**config.mk**
```make
export PLATFORM = sky130hd
export DESIGN_NAME = tpu_tile_sequencer
export DESIGN_NICKNAME = d
export VERILOG_FILES = /design/src/rtl/tpu_tile_sequencer.sv
export SDC_FILE = /design/constraint.sdc
export NUM_CORES = 1
export LEC_CHECK = 0
export CAP_MARGIN = 20
export CORE_MARGIN = 5
export CORE_UTILIZATION = 53
export DETAILED_ROUTE_END_ITERATION = 12
export PLACE_DENSITY = 0.81
export SYNTH_ARGS = -nofsm -noshare
export SYNTH_HDL_FRONTEND = slang
export SYNTH_SLANG_ARGS = --single-unit
export TNS_END_PERCENT = 5
```
**constraint.sdc**
```tcl
create_clock -name clk -period 3.17 [get_ports clk]
set_input_delay 0.4755 -clock clk [delete_from_list [all_inputs] [get_ports clk]]
set_output_delay 0.4755 -clock clk [all_outputs]
set_load 0.05 [all_outputs]
```
**src/rtl/tpu_tile_sequencer.sv**
```systemverilog
// Tile sequencer: pops one weight set, holds the weight-reload strobe, streams a
// contiguous run of UB activation reads and writes the matching result vectors
// after the fixed pipeline latency.
// Ports:
//   clk, rst            clock, synchronous active-high reset
//   start, abort        tile request (IDLE only) / cancel current tile
//   cfg_act_base        UB address of first activation vector
//   cfg_res_base        result SRAM address of first result vector
//   cfg_len             number of activation vectors in the tile
//   fifo_empty          weight FIFO empty flag
//   fifo_read_enable    weight FIFO pop
//   we_rl               systolic weight-reload strobe
//   ub_rd_en, ub_addr   UB read valid / address
//   res_we, res_addr    result SRAM write enable / address
//   busy, done          not-idle flag / one-cycle tile-complete pulse
module tpu_tile_sequencer #(
   parameter int unsigned ADDRESSSIZE  = 10,
   parameter int unsigned LEN_BW       = 8,
   parameter int unsigned WLOAD_CYCLES = 8,
   parameter int unsigned PIPE_LAT     = 24
) (
   input  logic                   clk,
   input  logic                   rst,
   input  logic                   start,
   input  logic                   abort,
   input  logic [ADDRESSSIZE-1:0] cfg_act_base,
   input  logic [ADDRESSSIZE-1:0] cfg_res_base,
   input  logic [LEN_BW-1:0]      cfg_len,
   input  logic                   fifo_empty,
   output logic                   fifo_read_enable,
   output logic                   we_rl,
   output logic                   ub_rd_en,
   output logic [ADDRESSSIZE-1:0] ub_addr,
   output logic                   res_we,
   output logic [ADDRESSSIZE-1:0] res_addr,
   output logic                   busy,
   output logic                   done
);

   // Counter must reach PIPE_LAT+len-1 in RUN and WLOAD_CYCLES-1 in WLOAD.
   localparam int unsigned RUN_MAX = PIPE_LAT + (1 << LEN_BW);
   localparam int unsigned CNT_MAX = (RUN_MAX > WLOAD_CYCLES) ? RUN_MAX : WLOAD_CYCLES;
   localparam int unsigned CNT_W   = $clog2(CNT_MAX + 1);

   localparam logic [2:0] S_IDLE   = 3'd0;
   localparam logic [2:0] S_WAIT_W = 3'd1;
   localparam logic [2:0] S_WLOAD  = 3'd2;
   localparam logic [2:0] S_RUN    = 3'd3;
   localparam logic [2:0] S_DONE   = 3'd4;

   logic [2:0]             state_q, state_d;
   logic [CNT_W-1:0]       cnt_q, cnt_d;
   logic [ADDRESSSIZE-1:0] act_base_q, act_base_d;
   logic [ADDRESSSIZE-1:0] res_base_q, res_base_d;
   logic [LEN_BW-1:0]      len_q, len_d;

   logic [CNT_W-1:0] len_ext;
   logic [CNT_W-1:0] pipe_lat;
   logic [CNT_W-1:0] wload_last;
   logic [CNT_W-1:0] run_last;
   logic [CNT_W-1:0] res_idx;
   logic             ub_act;
   logic             res_act;

   assign len_ext    = CNT_W'(len_q);
   assign pipe_lat   = CNT_W'(PIPE_LAT);
   assign wload_last = CNT_W'(WLOAD_CYCLES - 1);
   assign run_last   = pipe_lat + len_ext - CNT_W'(1);
   assign res_idx    = cnt_q - pipe_lat;

   // State register, counter and latched tile configuration.
   always_ff @(posedge clk) begin
      if (rst) begin
         state_q    <= S_IDLE;
         cnt_q      <= '0;
         act_base_q <= '0;
         res_base_q <= '0;
         len_q      <= '0;
      end else begin
         state_q    <= state_d;
         cnt_q      <= cnt_d;
         act_base_q <= act_base_d;
         res_base_q <= res_base_d;
         len_q      <= len_d;
      end
   end

   // Next-state logic; abort overrides every transition (and drops a same-cycle start).
   always_comb begin
      state_d    = state_q;
      cnt_d      = cnt_q;
      act_base_d = act_base_q;
      res_base_d = res_base_q;
      len_d      = len_q;
      if (abort) begin
         state_d = S_IDLE;
         cnt_d   = '0;
      end else begin
         case (state_q)
            S_IDLE: begin
               if (start) begin
                  act_base_d = cfg_act_base;
                  res_base_d = cfg_res_base;
                  len_d      = cfg_len;
                  cnt_d      = '0;
                  state_d    = S_WAIT_W;
               end
            end
            S_WAIT_W: begin
               if (!fifo_empty) begin
                  cnt_d   = '0;
                  state_d = S_WLOAD;
               end
            end
            S_WLOAD: begin
               if (cnt_q == wload_last) begin
                  cnt_d   = '0;
                  state_d = (len_q == '0) ? S_DONE : S_RUN;
               end else begin
                  cnt_d = cnt_q + CNT_W'(1);
               end
            end
            S_RUN: begin
               if (cnt_q == run_last) begin
                  cnt_d   = '0;
                  state_d = S_DONE;
               end else begin
                  cnt_d = cnt_q + CNT_W'(1);
               end
            end
            S_DONE: begin
               cnt_d   = '0;
               state_d = S_IDLE;
            end
            default: begin
               cnt_d   = '0;
               state_d = S_IDLE;
            end
         endcase
      end
   end

   assign ub_act  = (state_q == S_RUN) && (cnt_q < len_ext);
   assign res_act = (state_q == S_RUN) && (cnt_q >= pipe_lat) && (cnt_q < pipe_lat + len_ext);

   // Output decode; addresses are forced to 0 whenever their strobe is low.
   always_comb begin
      fifo_read_enable = 1'b0;
      we_rl            = 1'b0;
      ub_rd_en         = 1'b0;
      ub_addr          = '0;
      res_we           = 1'b0;
      res_addr         = '0;
      busy             = (state_q != S_IDLE);
      done             = (state_q == S_DONE);
      if (state_q == S_WAIT_W) fifo_read_enable = !fifo_empty;
      if (state_q == S_WLOAD)  we_rl = 1'b1;
      if (ub_act) begin
         ub_rd_en = 1'b1;
         ub_addr  = act_base_q + ADDRESSSIZE'(cnt_q);
      end
      if (res_act) begin
         res_we   = 1'b1;
         res_addr = res_base_q + ADDRESSSIZE'(res_idx);
      end
   end

endmodule

```
==> results of run 1 <==
kinds of logic after synthesis:
family          count (synthesis)  share of synthesized area (%)
simple gates                  162                          24.63
compound gates                104                          20.93
buf+inv                        43                          5.358
fa+ha+maj                      40                          15.88
flops                          40                          24.67
xor+xnor                       30                          8.520
final cells by class:
type / count / area [um2] / share of cell area (%)
clock buffer: 5 / 68.82 / 1.570
clock inverter: 2 / 60.06 / 1.370
inverter: 22 / 85.08 / 1.941
multi-input combinational: 336 / 2435 / 55.54
sequential: 40 / 805.8 / 18.38
tap: 75 / 93.84 / 2.140
timing repair buffer: 75 / 835.8 / 19.06
repair_timing:
item,in CTS,in global routing
hold buffers,0,0
pin swaps,4,9
endpoints found under the setup margin,22,22
buffers inserted,0,1
gates resized for setup,27,14
how the worst min path moves through the flow:
stage	endpoint	slack (ps)	depth (start not counted)
6_report	act_base_q[4]$_SDFFE_PP0P_	460	2
5_1_grt	res_base_q[3]$_SDFFE_PP0P_	490	2
4_1_cts	act_base_q[2]$_SDFFE_PP0P_	460	2
3_5_place_dp	act_base_q[2]$_SDFFE_PP0P_	450	2
3_3_place_gp	res_base_q[0]$_SDFFE_PP0P_	450	2
2_1_floorplan	act_base_q[0]$_SDFFE_PP0P_	440	2
layer usage:
metal | track usage (%) | up-vias | part of all wire (%)
li1 | - | 1599 | -
met1 | 32.99 | 1556 | 42
met2 | 43.24 | 176 | 47
met3 | 6.518 | 51 | 7.7
met4 | 11.54 | 0 | 4.1
met5 | 0 | - | 0
state kept, by name, indices dropped and copies added (netlist names):
register,count
len_q,8
act_base_q,10
cnt_q,9
res_base_q,10
state_q,3
placed cells by master, fill, tap and decap left out, drive strengths merged, types with 2 or more instances in the layout:
| master | count |
|---|---|
| a2111o | 2 |
| a2111oi | 3 |
| a211o | 2 |
| a21o | 11 |
| a21oi | 49 |
| a41o | 3 |
| a41oi | 3 |
| and3b | 2 |
| buf | 39 |
| bufinv | 2 |
| clkbuf | 5 |
| clkdlybuf4s50 | 36 |
| dfxtp | 40 |
| fa | 2 |
| ha | 38 |
| inv | 22 |
| nand2 | 73 |
| nand2b | 6 |
| nand3 | 9 |
| nand4 | 3 |
| nor2 | 16 |
| nor2b | 3 |
| nor3 | 22 |
| nor3b | 8 |
| nor4 | 4 |
| nor4b | 2 |
| o21a | 3 |
| o21ai | 12 |
| o21bai | 4 |
| o31ai | 3 |
| or2 | 3 |
| or3 | 4 |
| or4 | 4 |
| xnor2 | 17 |
| xor2 | 12 |
per-stage QoR:
step,area (um2),hold WS (ps),total power [mW]
5_1_grt,4384,491.7,1.347
4_1_cts,4317,463.4,1.285
3_5_place_dp,4099,452.1,0.7873
6_report,4384,464.8,1.298
2_1_floorplan,3302,440.0,0.7027
3_3_place_gp,4099,449.6,0.7791
power breakdown:
part	internal (mW)	switching (mW)
combinational	0.115	0.140
sequential	0.520	0.0189
clock	0.310	0.194
critical path, delay by kind of cell (launching register included):
kind                     cells  cell delay [ps]
AO/OA/AOI/OAI                3              600
XOR/XNOR                     1              150
adder cells (fa/ha/maj)      2              440
buffers and inverters        3              430
flip-flops                   1              370
AND/OR/NAND/NOR              2              450
==> results.json, run 1 <==
{
  "antenna_found_initial": 0,
  "finalNonFillerCells": 555,
  "netlist_area_um2": 3246,
  "vias": 3382,
  "ff2ff_setup_slack_ps": 230,
  "cp_slowest_cell": "dfxtp_4",
  "grt_pass1_wl_mm": 16.10,
  "synth_top_cell_by_area": "dfxtp_1",
  "ys_warn_count": 0,
  "cts-root-buf": "clkbuf_8",
  "drv_slew": 0,
  "clock_sink_count": 40,
  "max-slew-margin-rel_pct": 30.62,
  "cts_buffer_depth": 2,
  "peakVddDrop_uv": 205.6,
  "die_y_um": 88.26,
  "synth.distinct_cells": 55,
  "cts_made_buffers": 5,
  "crit_end": "res_addr[9]",
  "period_needed_ps": 3221,
  "netlist_top_cells_area": "dfxtp_1, ha_1, nand2_1",
  "rows": 28,
  "critical_path_class": "reg -> out",
  "place_ws_ps": 92.81,
  "synth_fp_nets": 492,
  "hpwl_mm": 7.045,
  "syn_inst": 419,
  "grt_pass1_vias": 3354,
  "fin_util_pct": 74.05,
  "port_buffers": 58,
  "synth-seq-area-share_pct": 24.67,
  "cap_violations": 0,
  "overflow": 0,
  "outcome": "complete, but fails checks",
  "diodes": 0,
  "worstSetupStartpointType": "flip-flop",
  "violations": "negative setup slack",
  "setup_tns_ps": -274.9,
  "critPathMaxFanout": 10,
  "clk_pin_slew_ps": 80,
  "fp.coreArea_um2": 5921,
  "arrival_ps": 2750,
  "hp-class": "reg -> reg",
  "min_period_over_period_pct": 101.6,
  "hold_start": "act_base_q[4]$_SDFFE_PP0P_",
  "finClkSkew_ps": 10.73,
  "max_freq_mhz": 310.5,
  "cts_tree": "yes",
  "setup_slack_ps": -50.74,
  "post-place-cells": 547,
  "worstSkewPairLatency_ps": 300,
  "area_growth_pct": 35.08,
  "rsz0062_at_grt": "true",
  "setup_viol": 12,
  "drc": 0,
  "crit_required_ps": 2690,
  "wire_per_inst_um": 17.94,
  "startpoint": "len_q[4]$_SDFFE_PP0P_",
  "pin_count": 59,
  "synth_edf_count": 0,
  "synth.most_common_cell": "nand2_1",
  "grt_max_degree": 30,
  "hold_viol": 0,
  "endpoint_kind": "output port",
  "h-tree-depth": 2,
  "place.gp.congestion": 0.9181,
  "synth_seq_cells": 40,
  "avgViaCountPerCell": 6.094,
  "ys_top_cells_by_count": "nand2_1, a21oi_1, dfxtp_1",
  "ant_nets": 0,
  "totalWireLength_mm": 9.957,
  "timing.rr.start": "len_q[3]$_SDFFE_PP0P_",
  "synthArstFlopShare_pct": 0,
  "start_util_pct": 54.82,
  "tightestPinTransition_ps": 1038,
  "synth.avg_cell_area_um2": 7.746,
  "layout-drive-gt1-share_pct": 18.54,
  "r2r-end": "cnt_q[7]$_SDFFE_PP0P_",
  "first_pass_iters": 5,
  "p_per_area_nw_per_um2": 296.0,
  "drtIter0Drc": 326,
  "max_stage_delay_ps": 370,
  "die_w_um": 88.26,
  "static-leakage-power_nw": 1.781,
  "synth_flop_cell": "dfxtp_1",
  "path_common_cell": "buf_6",
  "nNetsFinal": 553,
  "ff2ff_path_depth": 10,
  "grt_use_total_pct": 26.42,
  "die-area_um2": 7789,
  "yosysTopAreaCellShare_pct": 24.67,
  "cp_cell_sequence": "inv_4 -> ha_4 -> and3b_2 -> xnor2_2 -> ha_1 -> a21o_1 -> a211oi_2 -> o31ai_2 -> buf_6 -> nor3_2 -> buf_6",
  "fillers": 441
}
No activity file was read; power rests on OpenSTA's default activity.
==> run 2, diff against run 1 <==
--- a/config.mk
+++ b/config.mk
@@ -7,9 +7,10 @@
 export LEC_CHECK = 0
 export CAP_MARGIN = 20
 export CORE_MARGIN = 5
-export CORE_UTILIZATION = 53
+export CORE_UTILIZATION = 55
+export CTS_BUF_LIST = sky130_fd_sc_hd__clkbuf_4
 export DETAILED_ROUTE_END_ITERATION = 12
-export PLACE_DENSITY = 0.81
+export PLACE_DENSITY = 0.83
 export SYNTH_ARGS = -nofsm -noshare
 export SYNTH_HDL_FRONTEND = slang
 export SYNTH_SLANG_ARGS = --single-unit
==> run 2 against run 1 <==
Against the previous run:
- the run still ends with negative setup slack left
- combinational power increased by 6%
- utilization grew 3.4 points
- clock skew up 6.2 ps
- count of clock-buffer cells in the layout unchanged
- highest routed layer unchanged
- sequential share of layout area down 0.36 points
- sequential power is essentially flat
- hold slack better by 5.4 ps
- first-iteration DRC count grew 14%
- critical path type unchanged
- sequential cell count stayed put
==> results.json, run 2 (synthesized netlist as in run 1, its figures left out) <==
{
  "outcome": "complete, but fails checks",
  "violations": "negative setup slack",
  "cts_hold_buf": 0,
  "max_stage_delay_ps": 340,
  "totalWireLength_mm": 10.08,
  "max_freq_mhz": 300.8,
  "static-leakage-power_nw": 1.807,
  "period_needed_ps": 3325,
  "cp_slowest_cell": "dfxtp_2",
  "worst-path-stages": 11,
  "final_cell_mix": "nand2_1, a21oi_1, ha_1, clkdlybuf4s50_1, dfxtp_1",
  "cts-root-buf": "clkbuf_4",
  "stdcell_area_um2": 4506,
  "grt_max_degree": 30,
  "port_buffers": 58,
  "final_common_cell": "nand2_1",
  "grt_pass1_wl_mm": 15.54,
  "fillers": 414,
  "die_w_um": 86.82,
  "finClkSkew_ps": 16.97,
  "clock_sink_count": 40,
  "pin_count": 59,
  "setup_viol": 11,
  "h-tree-depth": 2,
  "grt_pass1_vias": 3458,
  "cts_made_buffers": 5,
  "arrival_ps": 2850,
  "layout-drive-gt1-share_pct": 22.34,
  "place.gp.congestion": 0.8920,
  "grt_use_total_pct": 25.74,
  "hold_viol": 0,
  "clk_pin_slew_ps": 140,
  "endpoint_kind": "output port",
  "post-place-cells": 548,
  "tightestPinTransition_ps": 1023,
  "avgViaCountPerCell": 6.163,
  "max-slew-margin-rel_pct": 31.64,
  "cp.buffers_inverters": 3,
  "die-area_um2": 7538,
  "hold_slack_ps": 470.2,
  "rows": 28,
  "area_growth_pct": 38.82,
  "p_per_area_nw_per_um2": 259.3,
  "cap_violations": 0,
  "hpwl_mm": 6.965,
  "ff2ff_path_depth": 7,
  "multi_input_area_um2": 2529,
  "first_pass_iters": 6,
  "wire_per_inst_um": 17.90,
  "peakVddDrop_uv": 194.5,
  "regArea_um2": 812.0,
  "drv_slew": 0,
  "start_util_pct": 55.81,
  "setup_slack_ps": -155.0,
  "worstHoldPathCells": 2,
  "ff2ff_setup_slack_ps": 280,
  "critical_path_class": "reg -> out",
  "drtIter0Drc": 371,
  "worstSetupStartpointType": "flip-flop",
  "finalNonFillerCells": 563,
  "antenna_found_initial": 0,
  "worstSkewPairLatency_ps": 370,
  "min_period_over_period_pct": 104.9,
  "fp.coreArea_um2": 5816,
  "overflow": 0,
  "path_common_cell": "buf_6",
  "nNetsFinal": 560,
  "cts_buffer_depth": 2,
  "diodes": 0,
  "vias": 3470,
  "ant_nets": 0,
  "drc": 0,
  "hp-class": "reg -> reg",
  "die_y_um": 86.82,
  "cts_tree": "yes",
  "cp_cell_sequence": "inv_2 -> ha_4 -> and3b_2 -> xnor2_2 -> ha_1 -> a21o_1 -> a211oi_4 -> o31ai_4 -> buf_6 -> nor3_2 -> buf_6",
  "critPathMaxFanout": 5,
  "critPathTopFamily": "compound AO/OA/AOI/OAI gates",
  "rsz0062_at_grt": "true",
  "crit_required_ps": 2690,
  "reg_top3": "act_base_q: 10 flops, res_base_q: 10 flops, cnt_q: 9 flops",
  "placed_area_um2": 4119
}
==> run 2: cell count changes in the layout (fill, tap and decap cells not counted), sizes merged <==
cell,previous run,this run
buf,39,46
bufinv,2,1
clkinv,0,1
clkinvlp,0,1
==> run 2: final timing paths <==
| path | start | endpoint |
|---|---|---|
| worst max-delay path | len_q[4]$_SDFFE_PP0P_ | res_addr[6] |
| worst min-delay path | act_base_q[4]$_SDFFE_PP0P_ | act_base_q[4]$_SDFFE_PP0P_ |
| worst max register to register | cnt_q[6]$_SDFFE_PP0P_ | cnt_q[6]$_SDFFE_PP0P_ |
| worst min register to register | act_base_q[4]$_SDFFE_PP0P_ | act_base_q[4]$_SDFFE_PP0P_ |
==> run 2: cell type report <==
| type | instances | area share, % |
|---|---|---|
| Multi-Input combinational cell | 336 | 56.12 |
| Clock buffer | 5 | 0.8331 |
| Clock inverter | 3 | 0.9442 |
| Tap cell | 75 | 2.083 |
| Timing Repair Buffer | 82 | 20.16 |
| Inverter | 22 | 1.833 |
| Sequential cell | 40 | 18.02 |
==> run 2: per-layer routing <==
layer | up-vias | GRT usage, % | share of wire, %
li1 | 1615 | - | -
met1 | 1627 | 30.80 | 41
met2 | 181 | 44.31 | 48
met3 | 47 | 5.989 | 7.5
met4 | 0 | 9.915 | 3.8
met5 | - | 0 | 0
==> run 2: worst register-to-register path: stages, from the launching register on <==
cell       delay (ps)
dfxtp_1           350
or4_4             550
or4_4             520
a211o_1           340
a2111oi_4         350
a21o_1            370
nor4_1            130
a21o_1            190
==> run 2: where the power goes <==
| group | total (mW) | switching, mW | leakage, nW | internal, mW |
|---|---|---|---|---|
| clock network | 0.359 | 0.194 | 0.0412 | 0.164 |
| registers | 0.538 | 0.0183 | 0.328 | 0.520 |
| logic | 0.271 | 0.150 | 1.44 | 0.122 |
| total | 1.17 | 0.362 | 1.81 | 0.806 |
==> run 2: per-stage QoR <==
stage / power (mW) / setup slack (ps) / util [%] / TNS [ps]
after CTS: 1.144 / -62.87 / 74.20 / -538.4
after floorplan: 0.7027 / -407.3 / - / -5119
after detailed placement: 0.7879 / 81.88 / 70.83 / 0
after global routing: 1.213 / -226.7 / 77.47 / -3090
final: 1.168 / -155.0 / 77.47 / -872.1
after global placement: 0.7788 / 224.3 / 70.83 / 0
==> run 2: what timing repair did <==
item | in CTS | in global routing
pin swaps | 5 | 14
endpoints found under the setup margin | 22 | 22
buffers inserted | 2 | 4
cloned | 0 | 1
gates resized for setup | 32 | 33
==> run 3, diff against run 2 <==
--- a/config.mk
+++ b/config.mk
@@ -5,7 +5,7 @@
 export SDC_FILE = /design/constraint.sdc
 export NUM_CORES = 1
 export LEC_CHECK = 0
-export CAP_MARGIN = 20
+export CAP_MARGIN = 5
 export CORE_MARGIN = 5
 export CORE_UTILIZATION = 55
 export CTS_BUF_LIST = sky130_fd_sc_hd__clkbuf_4
==> results of run 3 <==
Same layout as run 2: the final DEF is identical, and so are final timing and power.
